**src/rtl/spi_reg_slave_if.sv**
```systemverilog
// SPI pin and register-bank bundle for spi_reg_slave.
// master: host/bench side driving the SPI pins; slave: the register slave.
interface spi_reg_slave_if #(
    parameter int NUM_REGS = 16
);
    logic                    sclk;
    logic                    ssel;
    logic                    mosi;
    logic                    miso;
    logic [NUM_REGS*8-1:0]   regs;
    logic                    wr_stb;
    logic [6:0]              wr_addr;

    modport master (
        output sclk, ssel, mosi,
        input  miso, regs, wr_stb, wr_addr
    );

    modport slave (
        input  sclk, ssel, mosi,
        output miso, regs, wr_stb, wr_addr
    );
endinterface

```
**src/rtl/spi_reg_slave.sv**
```systemverilog
// SPI mode-0 register slave: frame = command byte {W, addr[6:0]} + data byte(s).
// SPI pins are asynchronous and synchronised into clk before edge detection.
// Optional macro SPI_BURST_EN: further bytes auto-increment the address
// (wrapping 127->0); without it, bytes after the first data byte are ignored.
module spi_reg_slave #(
    parameter int NUM_REGS    = 16,
    parameter int SYNC_STAGES = 2
) (
    input  logic             clk,
    input  logic             rst,
    spi_reg_slave_if.slave   bus
);
    typedef enum logic [1:0] {
        ST_IDLE,
        ST_CMD,
        ST_DATA,
        ST_DONE
    } state_t;

    localparam logic [7:0] NREGS8 = 8'(NUM_REGS);

    logic [SYNC_STAGES-1:0] sclk_sync;
    logic [SYNC_STAGES-1:0] ssel_sync;
    logic [SYNC_STAGES-1:0] mosi_sync;
    logic                   sclk_d;
    logic                   ssel_d;

    logic sclk_s, ssel_s, mosi_s;
    logic sclk_rise, sclk_fall, ssel_rise, ssel_fall;

    state_t      state, state_next;
    logic [2:0]  bit_cnt;
    logic [6:0]  rx_shift;
    logic [7:0]  rx_byte;
    logic [7:0]  tx_shift;
    logic        cmd_w;
    logic [6:0]  cmd_addr;
    logic        addr_ok;
    logic        active;
    logic        byte_done;
    logic        wr_en;
    logic [7:0]  rd_byte;
    logic [7:0]  bank [NUM_REGS];
    logic        wr_stb_q;
    logic [6:0]  wr_addr_q;

    // Input synchronisers plus one delayed copy of the last stage for edge detect.
    always_ff @(posedge clk) begin
        if (rst) begin
            sclk_sync <= '0;
            mosi_sync <= '0;
            ssel_sync <= '1;
            sclk_d    <= 1'b0;
            ssel_d    <= 1'b1;
        end else begin
            sclk_sync <= {sclk_sync[SYNC_STAGES-2:0], bus.sclk};
            mosi_sync <= {mosi_sync[SYNC_STAGES-2:0], bus.mosi};
            ssel_sync <= {ssel_sync[SYNC_STAGES-2:0], bus.ssel};
            sclk_d    <= sclk_sync[SYNC_STAGES-1];
            ssel_d    <= ssel_sync[SYNC_STAGES-1];
        end
    end

    assign sclk_s    = sclk_sync[SYNC_STAGES-1];
    assign ssel_s    = ssel_sync[SYNC_STAGES-1];
    assign mosi_s    = mosi_sync[SYNC_STAGES-1];
    assign sclk_rise = sclk_s & ~sclk_d;
    assign sclk_fall = ~sclk_s & sclk_d;
    assign ssel_rise = ssel_s & ~ssel_d;
    assign ssel_fall = ~ssel_s & ssel_d;

    // Frame state register.
    always_ff @(posedge clk) begin
        if (rst) begin
            state <= ST_IDLE;
        end else begin
            state <= state_next;
        end
    end

    // Next-state decode and byte-completion / write-enable strobes.
    always_comb begin
        state_next = state;
        active     = !ssel_rise && !ssel_fall && (state == ST_CMD || state == ST_DATA);
        byte_done  = active && sclk_rise && (bit_cnt == 3'd7);
        rx_byte    = {rx_shift, mosi_s};
        addr_ok    = ({1'b0, cmd_addr} < NREGS8);
        wr_en      = byte_done && (state == ST_DATA) && cmd_w && addr_ok;
        if (ssel_rise) begin
            state_next = ST_IDLE;
        end else if (ssel_fall) begin
            state_next = ST_CMD;
        end else if (byte_done) begin
            if (state == ST_CMD) begin
                state_next = ST_DATA;
            end else begin
`ifdef SPI_BURST_EN
                state_next = ST_DATA;
`else
                state_next = ST_DONE;
`endif
            end
        end
    end

    // Read mux; out-of-range addresses read as zero because no entry matches.
    always_comb begin
        rd_byte = '0;
        for (int unsigned i = 0; i < NUM_REGS; i++) begin
            if (cmd_addr == 7'(i)) begin
                rd_byte = bank[i];
            end
        end
    end

    // Shift registers, command capture, register bank writes and MISO shifting.
    always_ff @(posedge clk) begin
        if (rst) begin
            bit_cnt   <= '0;
            rx_shift  <= '0;
            tx_shift  <= '0;
            cmd_w     <= 1'b0;
            cmd_addr  <= '0;
            wr_stb_q  <= 1'b0;
            wr_addr_q <= '0;
            for (int unsigned i = 0; i < NUM_REGS; i++) begin
                bank[i] <= '0;
            end
        end else begin
            wr_stb_q <= 1'b0;
            if (ssel_rise) begin
                tx_shift <= '0;
            end else if (ssel_fall) begin
                bit_cnt  <= '0;
                tx_shift <= '0;
            end else begin
                if (active && sclk_rise) begin
                    rx_shift <= rx_byte[6:0];
                    bit_cnt  <= bit_cnt + 3'd1;
                    if (byte_done && state == ST_CMD) begin
                        cmd_w    <= rx_byte[7];
                        cmd_addr <= rx_byte[6:0];
                    end
                    if (byte_done && state == ST_DATA) begin
                        if (wr_en) begin
                            wr_stb_q  <= 1'b1;
                            wr_addr_q <= cmd_addr;
                        end
`ifdef SPI_BURST_EN
                        cmd_addr <= cmd_addr + 7'd1;
`endif
                    end
                    for (int unsigned i = 0; i < NUM_REGS; i++) begin
                        if (wr_en && cmd_addr == 7'(i)) begin
                            bank[i] <= rx_byte;
                        end
                    end
                end
                if (sclk_fall) begin
                    if (state == ST_DATA) begin
                        // First fall of each data byte loads; the next seven shift.
                        if (bit_cnt == 3'd0) begin
                            tx_shift <= cmd_w ? 8'h00 : rd_byte;
                        end else begin
                            tx_shift <= {tx_shift[6:0], 1'b0};
                        end
                    end else if (state == ST_DONE) begin
                        tx_shift <= '0;
                    end
                end
            end
        end
    end

    assign bus.miso    = tx_shift[7];
    assign bus.wr_stb  = wr_stb_q;
    assign bus.wr_addr = wr_addr_q;

    for (genvar g = 0; g < NUM_REGS; g++) begin : g_pack
        assign bus.regs[8*g +: 8] = bank[g];
    end
endmodule

```
**src/flat_wrapper.sv**
```systemverilog
// flat-port wrapper written by rule: the top's interface ports become plain ports
module spi_reg_slave_flat 
#(
    parameter int NUM_REGS    = 16,
    parameter int SYNC_STAGES = 2
)
  (clk, rst, bus_sclk, bus_ssel, bus_mosi, bus_miso, bus_regs, bus_wr_stb, bus_wr_addr);
  spi_reg_slave_if #(.NUM_REGS(NUM_REGS)) bus_i ();
  input  logic clk;
  input  logic rst;
  input wire logic [$bits(bus_i.sclk)-1:0] bus_sclk;
  input wire logic [$bits(bus_i.ssel)-1:0] bus_ssel;
  input wire logic [$bits(bus_i.mosi)-1:0] bus_mosi;
  output wire logic [$bits(bus_i.miso)-1:0] bus_miso;
  output wire logic [$bits(bus_i.regs)-1:0] bus_regs;
  output wire logic [$bits(bus_i.wr_stb)-1:0] bus_wr_stb;
  output wire logic [$bits(bus_i.wr_addr)-1:0] bus_wr_addr;
  assign bus_i.sclk = bus_sclk;
  assign bus_i.ssel = bus_ssel;
  assign bus_i.mosi = bus_mosi;
  assign bus_miso = bus_i.miso;
  assign bus_regs = bus_i.regs;
  assign bus_wr_stb = bus_i.wr_stb;
  assign bus_wr_addr = bus_i.wr_addr;
  spi_reg_slave #(.NUM_REGS(NUM_REGS), .SYNC_STAGES(SYNC_STAGES)) u_core (.clk(clk), .rst(rst), .bus(bus_i));
endmodule
```
**config.mk**
```make
export PLATFORM = sky130hd
export DESIGN_NAME = spi_reg_slave_flat
export DESIGN_NICKNAME = d
export VERILOG_FILES = /design/src/rtl/spi_reg_slave_if.sv /design/src/rtl/spi_reg_slave.sv /design/src/flat_wrapper.sv
export SDC_FILE = /design/constraint.sdc
export NUM_CORES = 1
export LEC_CHECK = 0
export CAP_MARGIN = 25
export CORE_MARGIN = 3
export CORE_UTILIZATION = 25
export DETAILED_ROUTE_END_ITERATION = 16
export PLACE_DENSITY = 0.45
export SLEW_MARGIN = 15
export SYNTH_ARGS = -nofsm -noshare
export SYNTH_HDL_FRONTEND = slang
export SYNTH_SLANG_ARGS = --single-unit
```
**constraint.sdc**
```tcl
create_clock -name clk -period 4.9 [get_ports clk]
set_clock_uncertainty 0.1 [all_clocks]
set_input_delay 0.98 -clock clk [delete_from_list [all_inputs] [get_ports clk]]
set_output_delay 0.98 -clock clk [all_outputs]
set_load 0.1 [all_outputs]
```
==> results.yml, run 1 <==
cells_and_area:
  drive_gt1_share_pct: 7.63
  mostFrequentLayoutCells: "clkdlybuf4s50_1, nor2_1, edfxtp_1, dfxtp_1, nand2_1"
  fin_nets: 839
  final_common_cell: "clkdlybuf4s50_1"
  antenna_cells: 0
  fillerInstances: 3137
  area_delta_synth_final_pct: 29.2
run:
  maxCapViolCount: 0
synthesis:
  syn_nets: 721
  synth_compound_area_share_pct: 12.7
  yosys.area_share.simple_pct: 17.8
  syn_area_per_cell_sq_um: 11.1
  synth_flop_cell: "edfxtp_1"
  syn_area_sq_um: 7860
  synth_fa_ha_area_share_pct: 1.27
  ys_types: 69
  ys_ff_latch: 172
  synth_mux_area_share_pct: 3.56
  ys_seq_area_share_pct: 60.1
  synth-xor-area-share_pct: 0
  yosysWarnings: 0
  async_flop_share_pct: 0
  synth_cells: 708
  synth_top_family_by_area: "simple AND/OR/NAND/NOR gates"
  synth-edff-count: 128
detailed_routing:
  post_drt_wl_per_cell_um: 23.9
  routed_wirelength_um: 29500
  avgViaCountPerCell: 5.11
  ant_nets: 0
  drt_iter0_markers: 574
  via_count: 6314
  drtPass1Iterations: 5
  drc: 0
floorplanning:
  io_pins: 142
  fp.dieW_um: 183
  die_area_sq_um: 33600
  die_h_um: 183
  core_sq_um: 30800
  row_count: 64
  start_util_pct: 25.5
critical_path:
  worstSetupPathType: "flip-flop to flip-flop"
  r2r-end: "u_core.bank[0][48]"
  reg2reg_depth: 8
  crit_path_max_fanout: 13
  worstSetupEndpointType: "flip-flop"
  start_kind: "flip-flop"
  worstPathRequired_ps: 4900
  r2r-start: "u_core.state[0]"
  arrival_ps: 3700
  rrSetupSlack_ps: 1190
sta:
  tns_ps: 0
  finalCritPeriodShare_pct: 75.7
  slew_viol_final: 0
  hold_slack_ps: 314
  tightestPinTransition_ps: 993
  relSlewSlack_pct: 33.6
  rsz0062_at_grt: "no"
  max_freq_mhz: 270
  setup_viol: 0
  period_minus_slack_ps: 3710
  hold_viol: 0
global_route:
  grt_use_met2_pct: 27.2
  gr-usage-all-layers_pct: 17.3
  grt_max_degree: 45
  grt_pass1_wl_um: 42300
  grt.busiest_layer: "met2"
  antenna_found_initial: 0
  grt_use_met3_pct: 3.43
  use_met1_pct: 24.4
  gr-total-overflow: 0
  grt_pass1_vias: 6230
clock_network:
  clock-root-buffer: "clkbuf_16"
  htreeDepth: 4
  cts_tree: "yes"
  cts_buffer_depth: 2
  cts_resized: 0
  cts.sink_count: 172
  cts_made_buffers: 17
  cts_hold_buf: 0
  clkTransAtPathRegs_ps: 70
  clock_latency_ps: 440
  post_cts_buffers: 0
worst_hold_path:
  worstHoldPathCells: 1
  whs_endpoint: "u_core.ssel_sync[1]"
  min_path_type: "flip-flop to flip-flop"
  min-delay-start: "u_core.ssel_sync[0]"
placed_design:
  place_congestion: 0.890
  io_buffers: 141
  place_hpwl_um: 21300
outcome:
  status: "complete, no violations"
pwr:
  leakagePower_uw: 0.00351
  ir_drop_uv: 233
  powerDensity_nw_per_um2: 345
-- per-stage QoR --
stage	utilization (%)	std cells	area, sq um	setup WS [ps]	total power (uW)
2_1_floorplan	-	708	7860	2210	1970
3_3_place_gp	31.0	1202	9540	1240	2090
3_5_place_dp	31.0	1203	9550	1200	2090
4_1_cts	33.0	1235	10200	1180	3520
5_1_grt	33.0	1235	10200	932	3590
6_report	33.0	1235	10200	1190	3500
-- Yosys cell counts, types with 9 or more instances --
cell type    n  share of area, %
nor2b_1     17               1.4
clkbuf_1    24               1.1
nor3_1      13              0.83
a31oi_1     11              0.88
a21oi_1     31               2.0
buf_2       13              0.83
nand3_1     18               1.1
a22oi_1     20               1.9
edfxtp_1   128                49
nand2_1     39               1.9
nand2b_1    24               1.9
o21ai_0     25               1.6
dfxtp_1     44                11
inv_1       16              0.76
and2_1       9              0.72
mux2i_1     28               3.6
nor2_1     128               6.1
-- logic make-up after synthesis --
group | Yosys count
adders and majority gates | 8
and+or+nand+nor | 284
buffers and inverters | 69
muxes | 28
DFF | 172
AOI/OAI and AO/OA | 147
-- layer usage --
| layer | up-vias | share of wire (%) |
|---|---|---|
| met5 | - | 0 |
| li1 | 2819 | - |
| met4 | 0 | 1.9 |
| met3 | 29 | 6.2 |
| met1 | 3182 | 46 |
| met2 | 284 | 46 |
-- worst max-delay path: stages, from the launching register on --
cell and delay (ps):
dfxtp_1 360, inv_1 70, ha_1 280, and4bb_2 530, nor3b_1 420, and3_1 660
and2_1 310, nand2_1 230, nand2b_1 420
-- layout make-up --
type,count,area (sq um),area share [%]
inverters,16,60.1,0.591
repair buffers,152,1490,14.6
clock buffers,18,429,4.22
well taps,396,495,4.88
clock inverters,14,183,1.80
multi-input cells,467,2780,27.4
flip-flops and latches,172,4730,46.5
-- power breakdown --
part | internal, uW | switching, uW
clock network | 815 | 629
logic | 78.4 | 339
registers | 1600 | 39.3
total | 2490 | 1010
-- sequential cells by signal, indices dropped and copies added (netlist names) --
register            flops
u_core.sclk_d           1
u_core.state            2
u_core.cmd_w            1
u_core.tx_shift         8
u_core.bus.wr_addr      7
u_core.ssel_d           1
u_core.bus.wr_stb       1
u_core.bit_cnt          3
u_core.mosi_sync        2
u_core.ssel_sync        2
u_core.sclk_sync        2
u_core.bank           128
u_core.rx_shift         7
u_core.cmd_addr         7
-- how the worst max path moves through the flow --
stage	end	from	cells past startpoint
floorplan	u_core.bank[1][0]	u_core.state[0]	9
global placement	u_core.bank[0][60]	u_core.state[0]	8
detailed placement	u_core.bank[0][49]	u_core.state[0]	8
CTS	u_core.bank[0][50]	u_core.state[0]	8
global route	u_core.bank[0][48]	u_core.state[0]	8
finish	u_core.bank[0][48]	u_core.state[0]	8
No activity file was read; power rests on OpenSTA's default activity.
==> run 2, diff against run 1 <==
==> constraint.sdc (replaced) <==
create_clock -name clk -period 3.83 [get_ports clk]
set_clock_uncertainty 0.1 [all_clocks]
set_input_delay 0.766 -clock clk [delete_from_list [all_inputs] [get_ports clk]]
set_output_delay 0.766 -clock clk [all_outputs]
set_load 0.1 [all_outputs]
==> results.yml, run 2 (synthesis results as in run 1) <==
sta:
  tightestPinTransition_ps: 999
  hold_slack_ps: 335
  period_minus_slack_ps: 3220
  max_freq_mhz: 310
  hold_viol: 0
  finalCritPeriodShare_pct: 84.1
  slew_viol_final: 0
  relSlewSlack_pct: 33.2
  rsz0062_at_grt: "no"
  setup_viol: 0
  tns_ps: 0
clock_network:
  cts_tree: "yes"
  clkTransAtPathRegs_ps: 70
  post_cts_buffers: 0
  clock-root-buffer: "clkbuf_16"
  cts_hold_buf: 0
  htreeDepth: 4
  cts.sink_count: 172
  clock_latency_ps: 430
  cts_buffer_depth: 2
  cts_resized: 0
  cts_made_buffers: 17
cells_and_area:
  final_common_cell: "clkdlybuf4s50_1"
  area_delta_synth_final_pct: 30.3
  antenna_cells: 0
  fin_nets: 854
  fillerInstances: 3145
  utilization_pct: 33.2
  drive_gt1_share_pct: 9.13
  mostFrequentLayoutCells: "clkdlybuf4s50_1, nor2_1, edfxtp_1, dfxtp_1, nand2_1"
  largestRegisters: "u_core.bank x128, u_core.tx_shift x8"
  finalInstanceArea_sq_um: 10200
  regMostFlops: "u_core.bank"
  largest_register_ffs: 128
critical_path:
  crit_path_max_fanout: 9
  worstSetupPathType: "flip-flop to flip-flop"
  arrival_ps: 3230
  worstPathRequired_ps: 3830
  start_kind: "flip-flop"
  worstSetupEndpointType: "flip-flop"
  rrSetupSlack_ps: 610
detailed_routing:
  avgViaCountPerCell: 5.10
  via_count: 6377
  ant_nets: 0
  post_drt_wl_per_cell_um: 23.9
  drc: 0
  drt_iter0_markers: 561
  routed_wirelength_um: 29800
  drtPass1Iterations: 5
floorplanning:
  fp.dieW_um: 183
  core_sq_um: 30800
  start_util_pct: 25.5
  die_area_sq_um: 33600
  die_h_um: 183
  io_pins: 142
  row_count: 64
global_route:
  grt_pass1_vias: 6384
  gr-usage-all-layers_pct: 17.5
  gr-total-overflow: 0
  grt_pass1_wl_um: 43000
  grt_max_degree: 35
  antenna_found_initial: 0
pwr:
  finalPower_uw: 4420
  powerDensity_nw_per_um2: 431
  ir_drop_uv: 297
  leakagePower_uw: 0.00358
outcome:
  status: "complete, no violations"
placed_design:
  place_hpwl_um: 22100
  post_dp_cell_area_sq_um: 9660
  io_buffers: 141
  place_congestion: 0.893
run:
  maxCapViolCount: 0
worst_hold_path:
  min_path_type: "flip-flop to flip-flop"
[run 2: stage by stage]
step,std cells,setup WS [ps]
6_report,1250,609
5_1_grt,1250,398
4_1_cts,1250,592
3_5_place_dp,1218,601
3_3_place_gp,1218,691
2_1_floorplan,708,1140
[run 2: path summary, 6_finish.rpt]
| check | start | endpoint | cells after the start |
|---|---|---|---|
| max | u_core.state[0] | u_core.bank[1][15] | 8 |
| min | u_core.ssel_sync[0] | u_core.ssel_sync[1] | 1 |
| max reg2reg | u_core.state[0] | u_core.bank[1][15] | 8 |
| min reg2reg | u_core.ssel_sync[0] | u_core.ssel_sync[1] | 1 |
[run 2: routing by layer]
metal | wire, um | share of wire [%] | GRT usage (%)
met1 | 13300 | 45 | 24.4
met2 | 13600 | 45 | 27.4
met3 | 2390 | 8.0 | 3.85
met4 | 546 | 1.8 | 5.15
met5 | 0 | 0 | 0
[run 2: critical path, cell delays in order (launching register included)]
cell and delay, ps:
dfxtp_1 360, inv_1 70, ha_1 280, and4bb_2 290, nor3b_1 390, and3_1 470
buf_4 260, nand3_1 250, nand2b_1 420
[run 2: report_power, final]
group          internal, uW  leakage [uW]  total [uW]  switching (uW)
logic                   102       0.00162         534             433
registers              2050       0.00168        2100            51.8
clock network           977      0.000279        1790             811
total                  3130       0.00358        4420            1290
[run 2: cell type report]
class | count | area [sq um] | area share, %
sequential | 172 | 4730 | 46.1
multi-input combinational | 467 | 2780 | 27.1
timing repair buffer | 167 | 1600 | 15.6
tap | 396 | 495 | 4.83
clock buffer | 18 | 429 | 4.19
clock inverter | 14 | 158 | 1.54
inverter | 16 | 60.1 | 0.586
